**config.mk**
```make
export PLATFORM = sky130hd
export DESIGN_NAME = fir_packet_tx_flat
export DESIGN_NICKNAME = d
export VERILOG_FILES = /design/src/rtl/fir_pkt_pkg.sv /design/src/rtl/fir_packet_tx_if.sv /design/src/rtl/fir_pkt_fifo.sv /design/src/rtl/fir_packet_tx.sv /design/src/flat_wrapper.sv
export SDC_FILE = /design/constraint.sdc
export NUM_CORES = 1
export LEC_CHECK = 0
export ABC_AREA = 1
export CORE_MARGIN = 2
export CORE_UTILIZATION = 60
export DETAILED_ROUTE_END_ITERATION = 10
export PLACE_DENSITY = 0.79
export SLEW_MARGIN = 25
export SYNTH_ARGS = -nofsm -noshare
export SYNTH_HDL_FRONTEND = slang
export SYNTH_SLANG_ARGS = --single-unit
```
**constraint.sdc**
```tcl
create_clock -name clk -period 8.3 [get_ports clk]
set_input_delay 1.245 -clock clk [delete_from_list [all_inputs] [get_ports clk]]
set_output_delay 1.245 -clock clk [all_outputs]
set_load 0.005 [all_outputs]
```
**src/rtl/fir_pkt_pkg.sv**
```systemverilog
// Shared types and constants for the FIR packet source.
// Trailer layout, FSM encoding and the CRC-16-CCITT step function.
package fir_pkt_pkg;

   typedef enum logic [6:0] {
      IDLE        = 7'b000_0001,
      HDR_TYPE    = 7'b000_0010,
      HDR_SCAN_HI = 7'b000_0100,
      HDR_SCAN_LO = 7'b000_1000,
      DATA        = 7'b001_0000,
      CRC         = 7'b010_0000,
      TRAILER     = 7'b100_0000
   } states_t;

   localparam int HDR_WORDS   = 3;
   localparam int LEN_ERR_BIT = 0;
   localparam int OVF_BIT     = 1;
   localparam int DROP_LSB    = 2;
   localparam int DROP_W      = 14;

   localparam logic [15:0] CRC_POLY = 16'h1021;
   localparam logic [15:0] CRC_INIT = 16'hFFFF;

   // Folds one 16-bit word into the CRC, MSB first.
   function automatic logic [15:0] crc16_step(
      input logic [15:0] crc,
      input logic [15:0] d
   );
      logic [15:0] c;
      c = crc;
      for (int i = 15; i >= 0; i--) begin
         if (c[15] ^ d[i])
            c = {c[14:0], 1'b0} ^ CRC_POLY;
         else
            c = {c[14:0], 1'b0};
      end
      return c;
   endfunction

endpackage

```
**src/rtl/fir_packet_tx_if.sv**
```systemverilog
// Avalon-ST packet output bundle (readyLatency 0).
// master drives the packet words, slave returns ready.
interface fir_packet_tx_if #(
   parameter int DATA_WIDTH = 16
);
   logic                  ready;
   logic                  valid;
   logic                  startofpacket;
   logic                  endofpacket;
   logic [DATA_WIDTH-1:0] data;

   modport master (
      input  ready,
      output valid, startofpacket, endofpacket, data
   );

   modport slave (
      output ready,
      input  valid, startofpacket, endofpacket, data
   );
endinterface

```
**src/rtl/fir_pkt_fifo.sv**
```systemverilog
// Show-ahead synchronous sample FIFO with flush.
// A write while full is legal when a read happens in the same cycle.
module fir_pkt_fifo
   import fir_pkt_pkg::*;
#(
   parameter int DATA_WIDTH = 16,
   parameter int FIFO_DEPTH = 16
) (
   input  logic                  clk,
   input  logic                  reset,
   input  logic                  flush,
   input  logic                  wr_en,
   input  logic [DATA_WIDTH-1:0] wr_data,
   input  logic                  rd_en,
   output logic                  full,
   output logic                  empty,
   output logic [DATA_WIDTH-1:0] rd_data
);
   localparam int AW = $clog2(FIFO_DEPTH);

   logic [DATA_WIDTH-1:0] mem [FIFO_DEPTH];
   logic [AW-1:0]         wp;
   logic [AW-1:0]         rp;
   logic [AW:0]           cnt;

   assign full    = (cnt == (AW+1)'(FIFO_DEPTH));
   assign empty   = (cnt == '0);
   assign rd_data = mem[rp];

   always_ff @(posedge clk) begin
      if (wr_en)
         mem[wp] <= wr_data;
   end

   always_ff @(posedge clk) begin
      if (reset || flush) begin
         wp  <= '0;
         rp  <= '0;
         cnt <= '0;
      end else begin
         if (wr_en)
            wp <= wp + 1'b1;
         if (rd_en)
            rp <= rp + 1'b1;
         cnt <= cnt + (AW+1)'(wr_en) - (AW+1)'(rd_en);
      end
   end
endmodule

```
**src/rtl/fir_packet_tx.sv**
```systemverilog
// Frames streamed sensor samples into header/data/trailer packets.
// Define FIR_PACKET_TX_CRC_EN to append a CRC-16-CCITT word after data.
module fir_packet_tx
   import fir_pkt_pkg::*;
#(
   parameter int DATA_WIDTH = 16,
   parameter int FIFO_DEPTH = 16,
   parameter int LEN_WIDTH  = 16
) (
   input  logic                  clk,
   input  logic                  reset,
   input  logic                  start,
   input  logic [LEN_WIDTH-1:0]  cfg_length,
   input  logic [DATA_WIDTH-1:0] cfg_sensor_type,
   input  logic                  sample_valid,
   input  logic [DATA_WIDTH-1:0] sample_data,
   output logic                  busy,
   fir_packet_tx_if.master       data_output
);
`ifdef FIR_PACKET_TX_CRC_EN
   localparam states_t POST_DATA = CRC;
`else
   localparam states_t POST_DATA = TRAILER;
`endif

   states_t state, state_nx;

   logic [LEN_WIDTH-1:0]  len_q, in_cnt, out_cnt, drop_cnt;
   logic [DATA_WIDTH-1:0] type_q;
   logic [31:0]           scan_count;
   logic                  ovf;

   logic                  o_valid, o_sop, o_eop;
   logic [DATA_WIDTH-1:0] o_data;

   logic                  ld, l_sop, l_eop;
   logic [DATA_WIDTH-1:0] l_data;
   logic                  accept, pop, scan_inc;
   logic                  xfer, done, in_win, samp_in;
   logic                  full, empty, wr_en, drop;
   logic [DATA_WIDTH-1:0] rd_data, trailer;
   logic [DROP_W-1:0]     drop_sat;
`ifdef FIR_PACKET_TX_CRC_EN
   logic [15:0]           crc;
`endif

   assign xfer    = o_valid & data_output.ready;
   assign busy    = (state != IDLE);
   assign in_win  = busy && (in_cnt != len_q);
   assign samp_in = in_win & sample_valid;
   assign wr_en   = samp_in & (~full | pop);
   assign drop    = samp_in & full & ~pop;
   assign done    = (out_cnt + drop_cnt) == len_q;

   assign drop_sat = (drop_cnt > LEN_WIDTH'({DROP_W{1'b1}})) ?
                     '1 : drop_cnt[DROP_W-1:0];

   always_comb begin
      trailer = '0;
      trailer[LEN_ERR_BIT] = (len_q == '0);
      trailer[OVF_BIT] = ovf;
      trailer[DROP_LSB +: DROP_W] = drop_sat;
   end

   fir_pkt_fifo #(
      .DATA_WIDTH (DATA_WIDTH),
      .FIFO_DEPTH (FIFO_DEPTH)
   ) u_fifo (
      .clk     (clk),
      .reset   (reset),
      .flush   (accept),
      .wr_en   (wr_en),
      .wr_data (sample_data),
      .rd_en   (pop),
      .full    (full),
      .empty   (empty),
      .rd_data (rd_data)
   );

   // Each state loads its word into the output register when it is
   // empty and advances once that word has been accepted.
   always_comb begin
      state_nx = state;
      ld       = 1'b0;
      l_sop    = 1'b0;
      l_eop    = 1'b0;
      l_data   = '0;
      accept   = 1'b0;
      pop      = 1'b0;
      scan_inc = 1'b0;
      unique case (state)
         IDLE: begin
            if (start) begin
               accept   = 1'b1;
               state_nx = HDR_TYPE;
            end
         end
         HDR_TYPE: begin
            if (xfer)
               state_nx = HDR_SCAN_HI;
            else if (!o_valid) begin
               ld     = 1'b1;
               l_sop  = 1'b1;
               l_data = type_q;
            end
         end
         HDR_SCAN_HI: begin
            if (xfer)
               state_nx = HDR_SCAN_LO;
            else if (!o_valid) begin
               ld     = 1'b1;
               l_data = DATA_WIDTH'(scan_count[31:16]);
            end
         end
         HDR_SCAN_LO: begin
            if (xfer)
               state_nx = DATA;
            else if (!o_valid) begin
               ld     = 1'b1;
               l_data = DATA_WIDTH'(scan_count[15:0]);
            end
         end
         DATA: begin
            if (xfer)
               pop = 1'b1;
            else if (!o_valid) begin
               if (done)
                  state_nx = POST_DATA;
               else if (!empty) begin
                  ld     = 1'b1;
                  l_data = rd_data;
               end
            end
         end
`ifdef FIR_PACKET_TX_CRC_EN
         CRC: begin
            if (xfer)
               state_nx = TRAILER;
            else if (!o_valid) begin
               ld     = 1'b1;
               l_data = DATA_WIDTH'(crc);
            end
         end
`endif
         TRAILER: begin
            if (xfer) begin
               state_nx = IDLE;
               scan_inc = 1'b1;
            end else if (!o_valid) begin
               ld     = 1'b1;
               l_eop  = 1'b1;
               l_data = trailer;
            end
         end
         default: state_nx = IDLE;
      endcase
   end

   always_ff @(posedge clk) begin
      if (reset)
         state <= IDLE;
      else
         state <= state_nx;
   end

   always_ff @(posedge clk) begin
      if (reset) begin
         o_valid <= 1'b0;
         o_sop   <= 1'b0;
         o_eop   <= 1'b0;
         o_data  <= '0;
      end else if (xfer) begin
         o_valid <= 1'b0;
         o_sop   <= 1'b0;
         o_eop   <= 1'b0;
      end else if (ld) begin
         o_valid <= 1'b1;
         o_sop   <= l_sop;
         o_eop   <= l_eop;
         o_data  <= l_data;
      end
   end

   always_ff @(posedge clk) begin
      if (reset) begin
         len_q    <= '0;
         type_q   <= '0;
         in_cnt   <= '0;
         out_cnt  <= '0;
         drop_cnt <= '0;
         ovf      <= 1'b0;
      end else if (accept) begin
         len_q    <= cfg_length;
         type_q   <= cfg_sensor_type;
         in_cnt   <= '0;
         out_cnt  <= '0;
         drop_cnt <= '0;
         ovf      <= 1'b0;
      end else begin
         if (samp_in)
            in_cnt <= in_cnt + 1'b1;
         if (drop) begin
            drop_cnt <= drop_cnt + 1'b1;
            ovf      <= 1'b1;
         end
         if (pop)
            out_cnt <= out_cnt + 1'b1;
      end
   end

   always_ff @(posedge clk) begin
      if (reset)
         scan_count <= '0;
      else if (scan_inc)
         scan_count <= scan_count + 32'd1;
   end

`ifdef FIR_PACKET_TX_CRC_EN
   always_ff @(posedge clk) begin
      if (reset || accept)
         crc <= CRC_INIT;
      else if (pop)
         crc <= crc16_step(crc, o_data[15:0]);
   end
`endif

   assign data_output.valid         = o_valid;
   assign data_output.startofpacket = o_sop;
   assign data_output.endofpacket   = o_eop;
   assign data_output.data          = o_data;
endmodule
```
**src/flat_wrapper.sv**
```systemverilog
// flat-port wrapper written by rule: the top's interface ports become plain ports
module fir_packet_tx_flat import fir_pkt_pkg::*;
#(
   parameter int DATA_WIDTH = 16,
   parameter int FIFO_DEPTH = 16,
   parameter int LEN_WIDTH  = 16
)
  (clk, reset, start, cfg_length, cfg_sensor_type, sample_valid, sample_data, busy, data_output_ready, data_output_valid, data_output_startofpacket, data_output_endofpacket, data_output_data);
  fir_packet_tx_if #(.DATA_WIDTH(DATA_WIDTH)) data_output_i ();
  input  logic clk;
  input  logic reset;
  input  logic start;
  input  logic [LEN_WIDTH-1:0] cfg_length;
  input  logic [DATA_WIDTH-1:0] cfg_sensor_type;
  input  logic sample_valid;
  input  logic [DATA_WIDTH-1:0] sample_data;
  output logic busy;
  input wire logic [$bits(data_output_i.ready)-1:0] data_output_ready;
  output wire logic [$bits(data_output_i.valid)-1:0] data_output_valid;
  output wire logic [$bits(data_output_i.startofpacket)-1:0] data_output_startofpacket;
  output wire logic [$bits(data_output_i.endofpacket)-1:0] data_output_endofpacket;
  output wire logic [$bits(data_output_i.data)-1:0] data_output_data;
  assign data_output_i.ready = data_output_ready;
  assign data_output_valid = data_output_i.valid;
  assign data_output_startofpacket = data_output_i.startofpacket;
  assign data_output_endofpacket = data_output_i.endofpacket;
  assign data_output_data = data_output_i.data;
  fir_packet_tx #(.DATA_WIDTH(DATA_WIDTH), .FIFO_DEPTH(FIFO_DEPTH), .LEN_WIDTH(LEN_WIDTH)) u_core (.clk(clk), .reset(reset), .start(start), .cfg_length(cfg_length), .cfg_sensor_type(cfg_sensor_type), .sample_valid(sample_valid), .sample_data(sample_data), .busy(busy), .data_output(data_output_i));
endmodule
```
==> metrics.md, run 1 <==
| Metric | Value |
|---|---|
| First-pass GRT wire length | 74200 µm |
| Initial Util | 0.611 |
| Cell Rows | 65 |
| Cell breakdown of the critical path | clkdlybuf4s50_1 -> nand2_1 -> nor2_2 -> inv_1 -> nand2_2 -> inv_2 -> nor2_4 -> inv_2 -> nor2_2 -> nand2_1 -> nor2_1 -> buf_4 |
| Die area | 33800 µm² |
| Cell count after synthesis | slightly above 2000 |
| Vias per inst | around 5.7 |
| Clock root cell | clkbuf_16 |
| YS warnings | 0 |
| Seq/Total Area, Yosys | 0.556 |
| CTS H-tree depth | 2 |
| CTS Sinks | between 400 and 500 |
| CTS clk-pin slew, worst paths | approximately 0.060 ns |
| Worst Path Required | 8.56 ns |
| Leak | about 0.0081 µW |
| Fill cell count | 2439 |
| Critical path arrival | roughly 3.7 ns |
| CTS max path bufs | 3 |
| Ys async rst share | 0 |
| Clock Skew | around 0.028 ns |
| WL final | 46500 µm |
| Layout Area Growth over Synthesis | 12.3% |
| Max cap viols | 0 |
| Min-delay src | u_core.u_fifo.rp[2] |
| Relative slew slack | 0.315 |
| Pin count of the biggest net entering global routing | 91 |
| Vias post-DR | 14800 |
| Chip Height | around 180 µm |
| Hold Vio Cnt, Final | 0 |
| GR Util All Layers | 0.279 |
| Leading register cell type out of synthesis | edfxtp_1 |
| Design Power | approximately 5400 µW |
| Crit Path Class | in2reg |
| IO Port Bufs | between 70 and 80 |
| Chip width | 184 µm |
| Mean Syn Cell Area | roughly 9.3 µm² |
| Starting DRT DRC Count | 1439 |
| Vias in the first global route | 14200 |
| Max stage delay on crit path | 0.54 ns |
| Initial antenna violation count | 0 |
| Worst-path fanout max | 11 |
| Slowest CP cell | clkdlybuf4s50_1 |
| Fin crit period | 3.43 ns |
| N_diodes | 0 |
| Fin Setup TNS | 0 ns |
| PostCTS Resize Cnt | 0 |
| Avg WL per Cell | around 18 µm |
| R2R Setup Slk | just over 5 ns |
| Fmax | 291 MHz |
| Maximum VDD drop | approximately 0.0002 V |
| Measured slew at the worst slew-check pin | 1.03 ns |
| Hold Buf Count CTS | 0 |
| Critical R2R Launch | u_core.drop_cnt[0] |
| Layout cells sized above 1 | 0.0787 |
| Setup fix buffers added after clock tree synthesis | 0 |
| IO Count | 73 |
| GPL Wtd Cong | 0.915 |
| Final setup viols | 0 |
| Hold depth | 1 |
| #FFs+latches synth | approximately 400 |
| Crit share post-route | 0.414 |
| RSZ-0062 raised after global routing | false |
| R2R depth | 16 |
| Placed Cells | 2500 |
| Core footprint | 31700 µm² |
| DPL Wire Length | 31100 µm |
| Most frequent cells in the layout | 294 x nand2_1, 256 x edfxtp_1, 255 x inv_1 |
| Antenna-violating nets left | 0 |
| Drt pass-1 iters | 6 |
| Status | finished clean |
| TritonCTS clock tree | done |
| PD cells | 249 nW/µm² |
| Synth Cell Area | a little under 20000 µm² |
| Element type at the critical path end | flip-flop |
| Yosys cell types | 59 |
| CTS Buf Count | 43 |
| Post-synth EDFFs | 256 |
| Remaining DRCs | 0 |
| Critical R2R Capture | u_core.data_output.data[0] |
| Syn_nets | 2163 |
| Overflow after GRT | 0 |
| Layout net count | 2228 |
| Slew Viols, Final | 0 |
| Critical path's top delay family | simple AND/OR/NAND/NOR gates |
| Fin cells | 2576 |
| Worst hold path type | reg2reg |
| Worst-Skew Late Latency | 0.57 ns |
| Startpoint Class | input pin |
| Crit path buffers/inverters | 5 |
| Commonest non-fill, non-tap cell in the layout | nand2_1 |
==> metal layers <==
layer	up-vias	part of all wire	track usage
met2	517	0.48	0.463
met1	7021	0.43	0.378
met5	-	0	0
met4	0	0.025	0.0877
met3	77	0.066	0.0444
li1	7195	-	-
==> registers in the layout (all words and copies together) (netlist names), 5 cells and up, named ones only <==
| register | flops |
|---|---|
| u_core.u_fifo.mem | 256 |
| u_core.scan_count | 32 |
| u_core.data_output.data | 16 |
| u_core.drop_cnt | 16 |
| u_core.in_cnt | 16 |
| u_core.len_q | 16 |
| u_core.out_cnt | 16 |
| u_core.type_q | 16 |
| u_core.state | 6 |
| u_core.u_fifo.cnt | 5 |
==> worst max-delay path by stage <==
stage	start	end	depth (start not counted)
2_1_floorplan	data_output_ready	u_core.u_fifo.mem[11][0]	10
3_3_place_gp	start	u_core.len_q[0]	6
3_5_place_dp	data_output_ready	u_core.u_fifo.mem[11][14]	12
4_1_cts	data_output_ready	u_core.u_fifo.mem[11][6]	12
5_1_grt	data_output_ready	u_core.u_fifo.mem[11][6]	12
6_report	data_output_ready	u_core.u_fifo.mem[11][12]	12
==> stage by stage <==
step / cell area (µm²) / hold WS [ns] / util / setup WS, ns
after global routing: 21800 / 0.476 / 0.687 / 4.73
after global placement: 20500 / 0.441 / 0.645 / 4.29
after floorplan: 19400 / 0.435 / - / 5.11
after CTS: 21800 / 0.464 / 0.687 / 4.91
after detailed placement: 20500 / 0.452 / 0.645 / 4.34
final: 21800 / 0.462 / 0.687 / 4.87
==> cell type report <==
type / count / area, µm² / share of cell area
flip-flops and latches: 411 / 10800 / 0.496
multi-input cells: 1319 / 7230 / 0.332
clock buffers: 59 / 1170 / 0.0535
inverters: 268 / 1010 / 0.0463
repair buffers: 100 / 931 / 0.0427
well taps: 402 / 503 / 0.0231
clock inverters: 17 / 145 / 0.00666
==> where the power goes <==
| part | internal, µW | switching, µW | total (µW) |
|---|---|---|---|
| registers | 2370 | 146 | 2520 |
| logic | 401 | 702 | 1100 |
| clock network | 1020 | 791 | 1810 |
| total | 3790 | 1640 | 5430 |
==> worst reg2reg max path, delay by kind of cell (launching register included) <==
kind          cells  cell delay (ns)
buf+inv           1             0.19
flops             1             0.36
simple gates     13             1.81
fa+ha+maj         2             0.74
==> Yosys cell counts, types with 3 or more instances <==
cell,number,area share
nand2_4,3,0.0017
xor2_1,35,0.016
nand4_2,3,0.0019
buf_2,16,0.0041
nor4_1,7,0.0023
buf_4,4,0.0015
buf_1,8,0.0015
nor2_2,31,0.010
nand2_2,9,0.0029
o211ai_1,29,0.011
nor3b_1,3,0.0012
or2_2,6,0.0019
inv_1,256,0.050
nor2_1,186,0.036
a211oi_1,7,0.0027
nor2_4,4,0.0023
nor3_1,35,0.0090
nor3_2,5,0.0026
clkinv_1,3,0.00058
a31oi_1,4,0.0013
o21ai_0,204,0.053
edfxtp_1,256,0.40
nand3_1,96,0.025
a21oi_1,171,0.044
xnor2_1,18,0.0081
nand4_1,28,0.0090
mux2i_1,63,0.033
dfxtp_1,155,0.16
o22ai_1,11,0.0035
o21a_1,4,0.0015
ha_1,30,0.019
inv_2,8,0.0015
clkbuf_1,49,0.0095
nand2_1,294,0.057
==> cells by family (layout without fill, tap and decap cells) <==
logic type	Yosys count	in the layout	synth area share
buf+inv	348	444	0.0709
flops	411	411	0.556
fa+ha+maj	32	32	0.0214
mux	63	63	0.0325
simple gates	729	729	0.173
compound gates	442	442	0.122
xor+xnor	53	53	0.0239
Note: power is estimated with default switching activity, not from simulation.
==> inputs of run 2 (changes only) <==
clock period = 3.5 ns   (was 8.3 ns; I/O delays follow)
==> run 2 against run 1 <==
  * Worst setup slack lost 4.4 ns
  * Final cell count grew 0.43%
  * Flip-flop and latch count stayed put
==> metrics.md, run 2 (same netlist as run 1, synthesis figures left out) <==
| Metric | Value |
|---|---|
| DPL Wire Length | 31900 µm (was 31100 µm) |
| Pin count of the biggest net entering global routing | 64 (was 91) |
| Cell Rows | 65 (unchanged) |
| Area of the multi-input gates | 7220 µm² (was 7230 µm²) |
| Critical path's top delay family | simple AND/OR/NAND/NOR gates (unchanged) |
| Critical R2R Capture | u_core.u_fifo.cnt[4] (was u_core.data_output.data[0]) |
| Fmax | 325 MHz |
| Vias post-DR | 14800 (about the same) |
| Worst hold path type | reg2reg (unchanged) |
| Crit Path Class | reg2reg (was in2reg) |
| GPL Wtd Cong | 0.926 (was 0.915) |
| Measured slew at the worst slew-check pin | 0.763 ns (was 1.03 ns) |
| Slowest CP cell | nor3_2 (was clkdlybuf4s50_1) |
| Initial antenna violation count | 0 (unchanged) |
| Starting DRT DRC Count | 1280 (was 1439) |
| Overflow after GRT | 0 (unchanged) |
| First-pass GRT wire length | 74800 µm (was 74200 µm) |
| Fin Setup TNS | 0 ns (unchanged) |
| Leak | 0.00810 µW (was 0.00805 µW) |
| CTS H-tree depth | 2 (unchanged) |
| Clock root cell | clkbuf_16 (unchanged) |
| Chip Height | 184 µm (unchanged) |
| Critical path arrival | 3.53 ns (was 3.69 ns) |
| IO Port Bufs | 72 (unchanged) |
| Min-delay src | u_core.u_fifo.rp[2] (unchanged) |
| Status | finished clean (unchanged) |
| Avg WL per Cell | 18.1 µm (was 18.0 µm) |
| Relative slew slack | 0.489 (was 0.315) |
| Max cap viols | 0 (unchanged) |
| Crit path buffers/inverters | 4 (was 5) |
| IO Count | 73 (unchanged) |
| R2R Setup Slk | 0.42 ns (was 5.12 ns) |
| Core footprint | 31700 µm² (unchanged) |
| Top reg by flops | u_core.u_fifo.mem (unchanged) |
| Number of flip-flops under the largest register name | 256 (unchanged) |
| Die area | 33800 µm² (unchanged) |
| Most frequent cells in the layout | 294 x nand2_1, 256 x inv_1, 256 x edfxtp_1 (was 294 x nand2_1, 256 x edfxtp_1, 255 x inv_1) |
| Layout net count | 2240 (was 2228) |
| Commonest non-fill, non-tap cell in the layout | nand2_1 (unchanged) |
| Worst Path Required | 3.95 ns (was 8.56 ns) |
| Worst-Skew Late Latency | 0.57 ns (about the same) |
| WL final | 46800 µm (was 46500 µm) |
| Vias in the first global route | 14300 (was 14200) |
| Remaining DRCs | 0 (unchanged) |
| Post-Place Setup Slack | 0.333 ns (was 4.34 ns) |
| FF+latch area | 10800 µm² (unchanged) |
| PostCTS Resize Cnt | 0 (unchanged) |
| Layout Area Growth over Synthesis | 12.9% (was 12.3%) |
| GR Util All Layers | 0.281 (was 0.279) |
| Final setup viols | 0 (unchanged) |
| Hold depth | 1 (unchanged) |
| Vias per inst | 5.74 (was 5.75) |
| Critical R2R Launch | u_core.state[2] (was u_core.drop_cnt[0]) |
| Drt pass-1 iters | 6 (unchanged) |
| Crit share post-route | 0.880 |
| Max stage delay on crit path | 0.46 ns (was 0.54 ns) |
| Clock Skew | 0.0284 ns (was 0.0277 ns) |
| Slew Viols, Final | 0 (unchanged) |
| Layout cells sized above 1 | 0.0801 (was 0.0787) |
| Initial Util | 0.611 (unchanged) |
| CTS clk-pin slew, worst paths | 0.06 ns (about the same) |
| N_diodes | 0 (unchanged) |
| TritonCTS clock tree | done (unchanged) |
| Antenna-violating nets left | 0 (unchanged) |
| RSZ-0062 raised after global routing | false (unchanged) |
| Setup slack after layout | 0.419 ns (was 4.87 ns) |
| Setup fix buffers added after clock tree synthesis | 0 (unchanged) |
| Largest regs | u_core.u_fifo.mem: 256 flops, u_core.scan_count: 32 flops (unchanged) |
| Cell breakdown of the critical path | nor2_2 -> nand2_2 -> nor3_2 -> inv_2 -> nor2_2 -> inv_1 -> nand2_2 -> inv_2 -> nor2_4 -> ha_1 -> inv_1 -> fa_1 -> o21ai_0 -> a21oi_1 -> o21ai_0 -> a21oi_1 (was clkdlybuf4s50_1 -> nand2_1 -> nor2_2 -> inv_1 -> nand2_2 -> inv_2 -> nor2_4 -> inv_2 -> nor2_2 -> nand2_1 -> nor2_1 -> buf_4) |
| CTS max path bufs | 3 (unchanged) |
| CTS Sinks | 411 (unchanged) |
| Worst-path fanout max | 9 (was 11) |
| Chip width | 184 µm (unchanged) |
| PD cells | 583 nW/µm² (was 249 nW/µm²) |
| Fill cell count | 2421 (was 2439) |
| Element type at the critical path end | flip-flop (unchanged) |
| Maximum VDD drop | 0.000453 V (was 0.000204 V) |
| Hold Buf Count CTS | 0 (unchanged) |
| Hold Vio Cnt, Final | 0 (unchanged) |
| CTS Buf Count | 42 (was 43) |
| R2R depth | 16 (unchanged) |
| Fin crit period | 3.08 ns |
| Startpoint Class | flip-flop (was input pin) |
## run 2: changes by cell type in the layout (fill, tap and decap cells not counted), moves of 2 or more
cell / before / now
clkinv_16: 0 / 2
inv_16: 2 / 0
buf_4: 28 / 37
clkinv_4: 2 / 0
buf_12: 0 / 4
clkinv_2: 5 / 2
clkbuf_1: 13 / 17
## run 2: area by class of cell
cell class	count	share of cell area
tap	402	0.0230
multi-input combinational	1319	0.330
clock buffer	62	0.0528
timing repair buffer	113	0.0493
clock inverter	12	0.00532
inverter	268	0.0461
sequential	411	0.493
## run 2: how the worst max path moves through the flow
stage,startpoint,endpoint,slack (ns),cells past startpoint
CTS,u_core.state[2],u_core.u_fifo.cnt[4],0.46,14
detailed placement,data_output_ready,u_core.u_fifo.cnt[4],0.33,14
global placement,data_output_ready,u_core.u_fifo.cnt[4],0.39,14
finish,u_core.state[2],u_core.u_fifo.cnt[4],0.42,16
global route,u_core.state[2],u_core.u_fifo.cnt[4],0.14,16
floorplan,u_core.state[2],u_core.u_fifo.mem[11][0],0.73,14
## run 2: power breakdown
part	total, µW	switching [µW]	internal, µW
logic	2650	1660	991
registers	5960	334	5620
clock network	4160	1850	2310
## run 2: layer usage
| layer | part of all wire | global-route usage |
|---|---|---|
| met1 | 0.42 | 0.375 |
| met2 | 0.48 | 0.471 |
| met3 | 0.067 | 0.0430 |
| met4 | 0.031 | 0.0970 |
| met5 | 0 | 0 |
## run 2: metrics by stage
step                cell area [µm²]  std cells   util  hold WS [ns]  power [µW]
floorplan                     19400       2078      -         0.435        7680
global placement              20600       2513  0.650         0.443        8570
detailed placement            20600       2513  0.650         0.450        8650
CTS                           21900       2587  0.690         0.467       12800
global route                  21900       2587  0.690         0.494       13400
finish                        21900       2587  0.690         0.472       12800
==> inputs of run 3 (changes only) <==
ABC_AREA = not set   (was 1)
==> run 3 against run 2 <==
  * Die area fell by 6.6%
  * Sequential share of layout area rose by 2.0 points
  * Hold slack got worse by 0.017 ns
  * Core utilization rose by 1.9 points
  * Count of clock-buffer cells in the layout fell by 7
  * Fmax fell by 9.3%
  * Non-clock buffer count rose by 38
  * Final cell count fell by 24%
  * Worst setup slack got worse by 0.32 ns
  * Synthesized area fell by 6.8%
  * First-iteration DRC count fell by 7.2%
  * Wire length fell by 6.3%
  * Critical path type unchanged
  * Largest cell class unchanged
==> metrics.md, run 3 <==
| Metric | Value |
|---|---|
| Status | finished clean (unchanged) |
| Pin count of the biggest net entering global routing | 89 (was 64) |
| CTS Buf Count | 42 (unchanged) |
| Mean Syn Cell Area | 12.5 µm² (was 9.33 µm²) |
| Syn_nets | 1526 (was 2163) |
| Starting DRT DRC Count | 1188 (was 1280) |
| Relative slew slack | 0.360 (was 0.489) |
| Cell taking the most area after synthesis | edfxtp_1 (unchanged) |
| Crit share post-route | 0.971 (was 0.880) |
| Post-Place Setup Slack | -0.140 ns (was 0.333 ns) |
| Final design instance area without fill | 21000 µm² (was 21900 µm²) |
| Final setup viols | 0 (unchanged) |
| Crit Path Class | reg2reg (unchanged) |
| CTS Sinks | 411 (unchanged) |
| Number of flip-flops under the largest register name | 256 (unchanged) |
| DPL Wire Length | 28700 µm (was 31900 µm) |
| Top reg by flops | u_core.u_fifo.mem (unchanged) |
| Element type at the critical path end | flip-flop (unchanged) |
| Die area | 31500 µm² (was 33800 µm²) |
| Dpl cell area | 19600 µm² (was 20600 µm²) |
| Ys async rst share | 0 (unchanged) |
| Antenna-violating nets left | 0 (unchanged) |
| Max cap viols | 0 (unchanged) |
| Worst hold path type | reg2reg (unchanged) |
| Core footprint | 29600 µm² (was 31700 µm²) |
| Vias in the first global route | 12300 (was 14300) |
| Layout Area Growth over Synthesis | 16.3% (was 12.9%) |
| Area of the multi-input gates | 6930 µm² (was 7220 µm²) |
| Seq/Total Area, Yosys | 0.597 (was 0.556) |
| GPL Wtd Cong | 0.896 (was 0.926) |
| Overflow after GRT | 0 (unchanged) |
| Yosys top cell area share | 0.425 (was 0.396) |
| CTS max path bufs | 3 (unchanged) |
| WL final | 43900 µm (was 46800 µm) |
| Initial Util | 0.610 (was 0.611) |
| Layout cells sized above 1 | 0.165 (was 0.0801) |
| Worst-Skew Late Latency | 0.58 ns (was 0.57 ns) |
| Setup slack after layout | 0.102 ns (was 0.419 ns) |
| Startpoint Class | flip-flop (unchanged) |
| Cell Rows | 63 (was 65) |
| Vias post-DR | 12200 (was 14800) |
| First-pass GRT wire length | 68500 µm (was 74800 µm) |
| PD cells | 491 nW/µm² (was 583 nW/µm²) |
| Layout net count | 1638 (was 2240) |
| Fill cell count | 1997 (was 2421) |
| Most common cell in the synthesized netlist | edfxtp_1 (was nand2_1) |
| Critical path arrival | 3.79 ns (was 3.53 ns) |
| Clock Skew | 0.0340 ns (was 0.0284 ns) |
| Clock root cell | clkbuf_16 (unchanged) |
| FF+latch area | 10800 µm² (about the same) |
| Largest regs | u_core.u_fifo.mem: 256 flops, u_core.scan_count: 32 flops (unchanged) |
| Hold Vio Cnt, Final | 0 (unchanged) |
| Synth Cell Area | 18100 µm² (was 19400 µm²) |
| Drt pass-1 iters | 5 (was 6) |
| TritonCTS clock tree | done (unchanged) |
| Remaining DRCs | 0 (unchanged) |
| Leak | 0.00697 µW (was 0.00810 µW) |
| Fin crit period | 3.40 ns (was 3.08 ns) |
| Hold Buf Count CTS | 0 (unchanged) |
| Measured slew at the worst slew-check pin | 0.959 ns (was 0.763 ns) |
| #FFs+latches synth | 411 (unchanged) |
| IO Count | 73 (unchanged) |
| Avg WL per Cell | 22.2 µm (was 18.1 µm) |
| Yosys cell types | 63 (was 59) |
| Vias per inst | 6.16 (was 5.74) |
| Post-synth EDFFs | 256 (unchanged) |
| Commonest non-fill, non-tap cell in the layout | edfxtp_1 (was nand2_1) |
| Most frequent cells in the layout | 256 x edfxtp_1, 157 x nand2_1, 153 x dfxtp_1 (was 294 x nand2_1, 256 x inv_1, 256 x edfxtp_1) |
| RSZ-0062 raised after global routing | false (unchanged) |
| GR Util All Layers | 0.286 (was 0.281) |
| Hold_ws | 0.455 ns (was 0.472 ns) |
| Leading register cell type out of synthesis | edfxtp_1 (unchanged) |
| Chip width | 178 µm (was 184 µm) |
| Worst Path Required | 3.90 ns (was 3.95 ns) |
| Slew Viols, Final | 0 (unchanged) |
| Maximum VDD drop | 0.000529 V (was 0.000453 V) |
| CTS H-tree depth | 2 (unchanged) |
| Top cells by count, synth | 256 x edfxtp_1, 157 x nand2_1, 155 x dfxtp_1, 137 x nor2_1, 87 x a21oi_1 (was 294 x nand2_1, 256 x edfxtp_1, 256 x inv_1, 204 x o21ai_0, 186 x nor2_1) |
| Cell count after synthesis | 1441 (was 2078) |
| IO Port Bufs | 72 (unchanged) |
| Chip Height | 178 µm (was 184 µm) |
| YS warnings | 0 (unchanged) |
| Synth top area cells | edfxtp_1 43%, dfxtp_1 17%, mux4_2 10% (was edfxtp_1 40%, dfxtp_1 16%, nand2_1 5.7%) |
| CTS clk-pin slew, worst paths | 0.06 ns (about the same) |
| Initial antenna violation count | 2 (was 0) |
| Worst-path fanout max | 8 (was 9) |
| Fmax | 294 MHz (was 325 MHz) |
==> run 3: cell count changes in the layout (fill, tap and decap cells not counted), sizes merged, moves of 78 or more <==
cell,delta
mux4,+80
o21ai,-160
nand3,-78
nor2,-85
a21oi,-84
nand2,-149
inv,-240
==> run 3: worst max-delay path, stage by stage (launching register included) <==
cell and delay (ns):
dfxtp_1 0.33, buf_4 0.16, ha_1 0.28, a21o_1 0.12, a21oi_2 0.10, o311a_4 0.42, a22o_1 0.21, or4_4 0.53
or4_4 0.58, buf_12 0.18, o211ai_1 0.19, a31oi_1 0.13
==> run 3: routing by layer <==
metal	track usage	routed length, µm
met1	0.374	17500
met2	0.479	21600
met3	0.0501	3160
met4	0.110	1620
met5	0	0
==> run 3: worst paths after layout <==
kind / startpoint / endpoint / slack (ns) / cells past startpoint
setup reg to reg: u_core.drop_cnt[1] / u_core.data_output.data[7] / 0.10 / 11
setup / recovery: u_core.drop_cnt[1] / u_core.data_output.data[7] / 0.10 / 11
hold / removal: u_core.type_q[7] / u_core.type_q[7] / 0.46 / 2
hold reg to reg: u_core.type_q[7] / u_core.type_q[7] / 0.46 / 2
==> run 3: cells by family (layout without fill, tap and decap cells) <==
| logic type | Yosys count | after routing | share of synthesized area |
|---|---|---|---|
| AND/OR/NAND/NOR | 463 | 463 | 0.120 |
| flip-flops | 411 | 411 | 0.597 |
| AO/OA/AOI/OAI | 233 | 233 | 0.0803 |
| XOR/XNOR | 106 | 106 | 0.0514 |
| buffers and inverters | 106 | 252 | 0.0232 |
| multiplexers | 90 | 90 | 0.105 |
| adder cells (fa/ha/maj) | 32 | 32 | 0.0230 |
| other | 0 | 1 | 0 |
==> run 3: final cells by class <==
| type | count | area share |
|---|---|---|
| Sequential cell | 411 | 0.514 |
| Multi-Input combinational cell | 924 | 0.330 |
| Timing Repair Buffer | 151 | 0.0655 |
| Clock buffer | 55 | 0.0523 |
| Tap cell | 390 | 0.0232 |
| Clock inverter | 23 | 0.0114 |
| Inverter | 23 | 0.00411 |
| Antenna cell | 1 | 0.000119 |
==> run 3: power by group <==
group,switching (µW),internal [µW],total (µW)
combinational,412,295,707
sequential,64.7,5220,5280
clock,1920,2410,4330
==> run 3: through the flow <==
step | TNS (ns) | utilization | power [µW] | cells
after floorplan | 0 | - | 5750 | 1441
after global placement | -0.698 | 0.661 | 6040 | 1897
after detailed placement | -2.01 | 0.661 | 6050 | 1897
after CTS | 0 | 0.707 | 10300 | 1975
after global routing | 0 | 0.709 | 10600 | 1978
final | 0 | 0.709 | 10300 | 1978
==> run 3: what timing repair did <==
item | in CTS | in global routing
gates cloned | 0 | 1
gates resized for setup | 2 | 6
endpoints found under the setup margin | 20 | 17
pin swaps | 1 | 10
setup buffers | 0 | 1
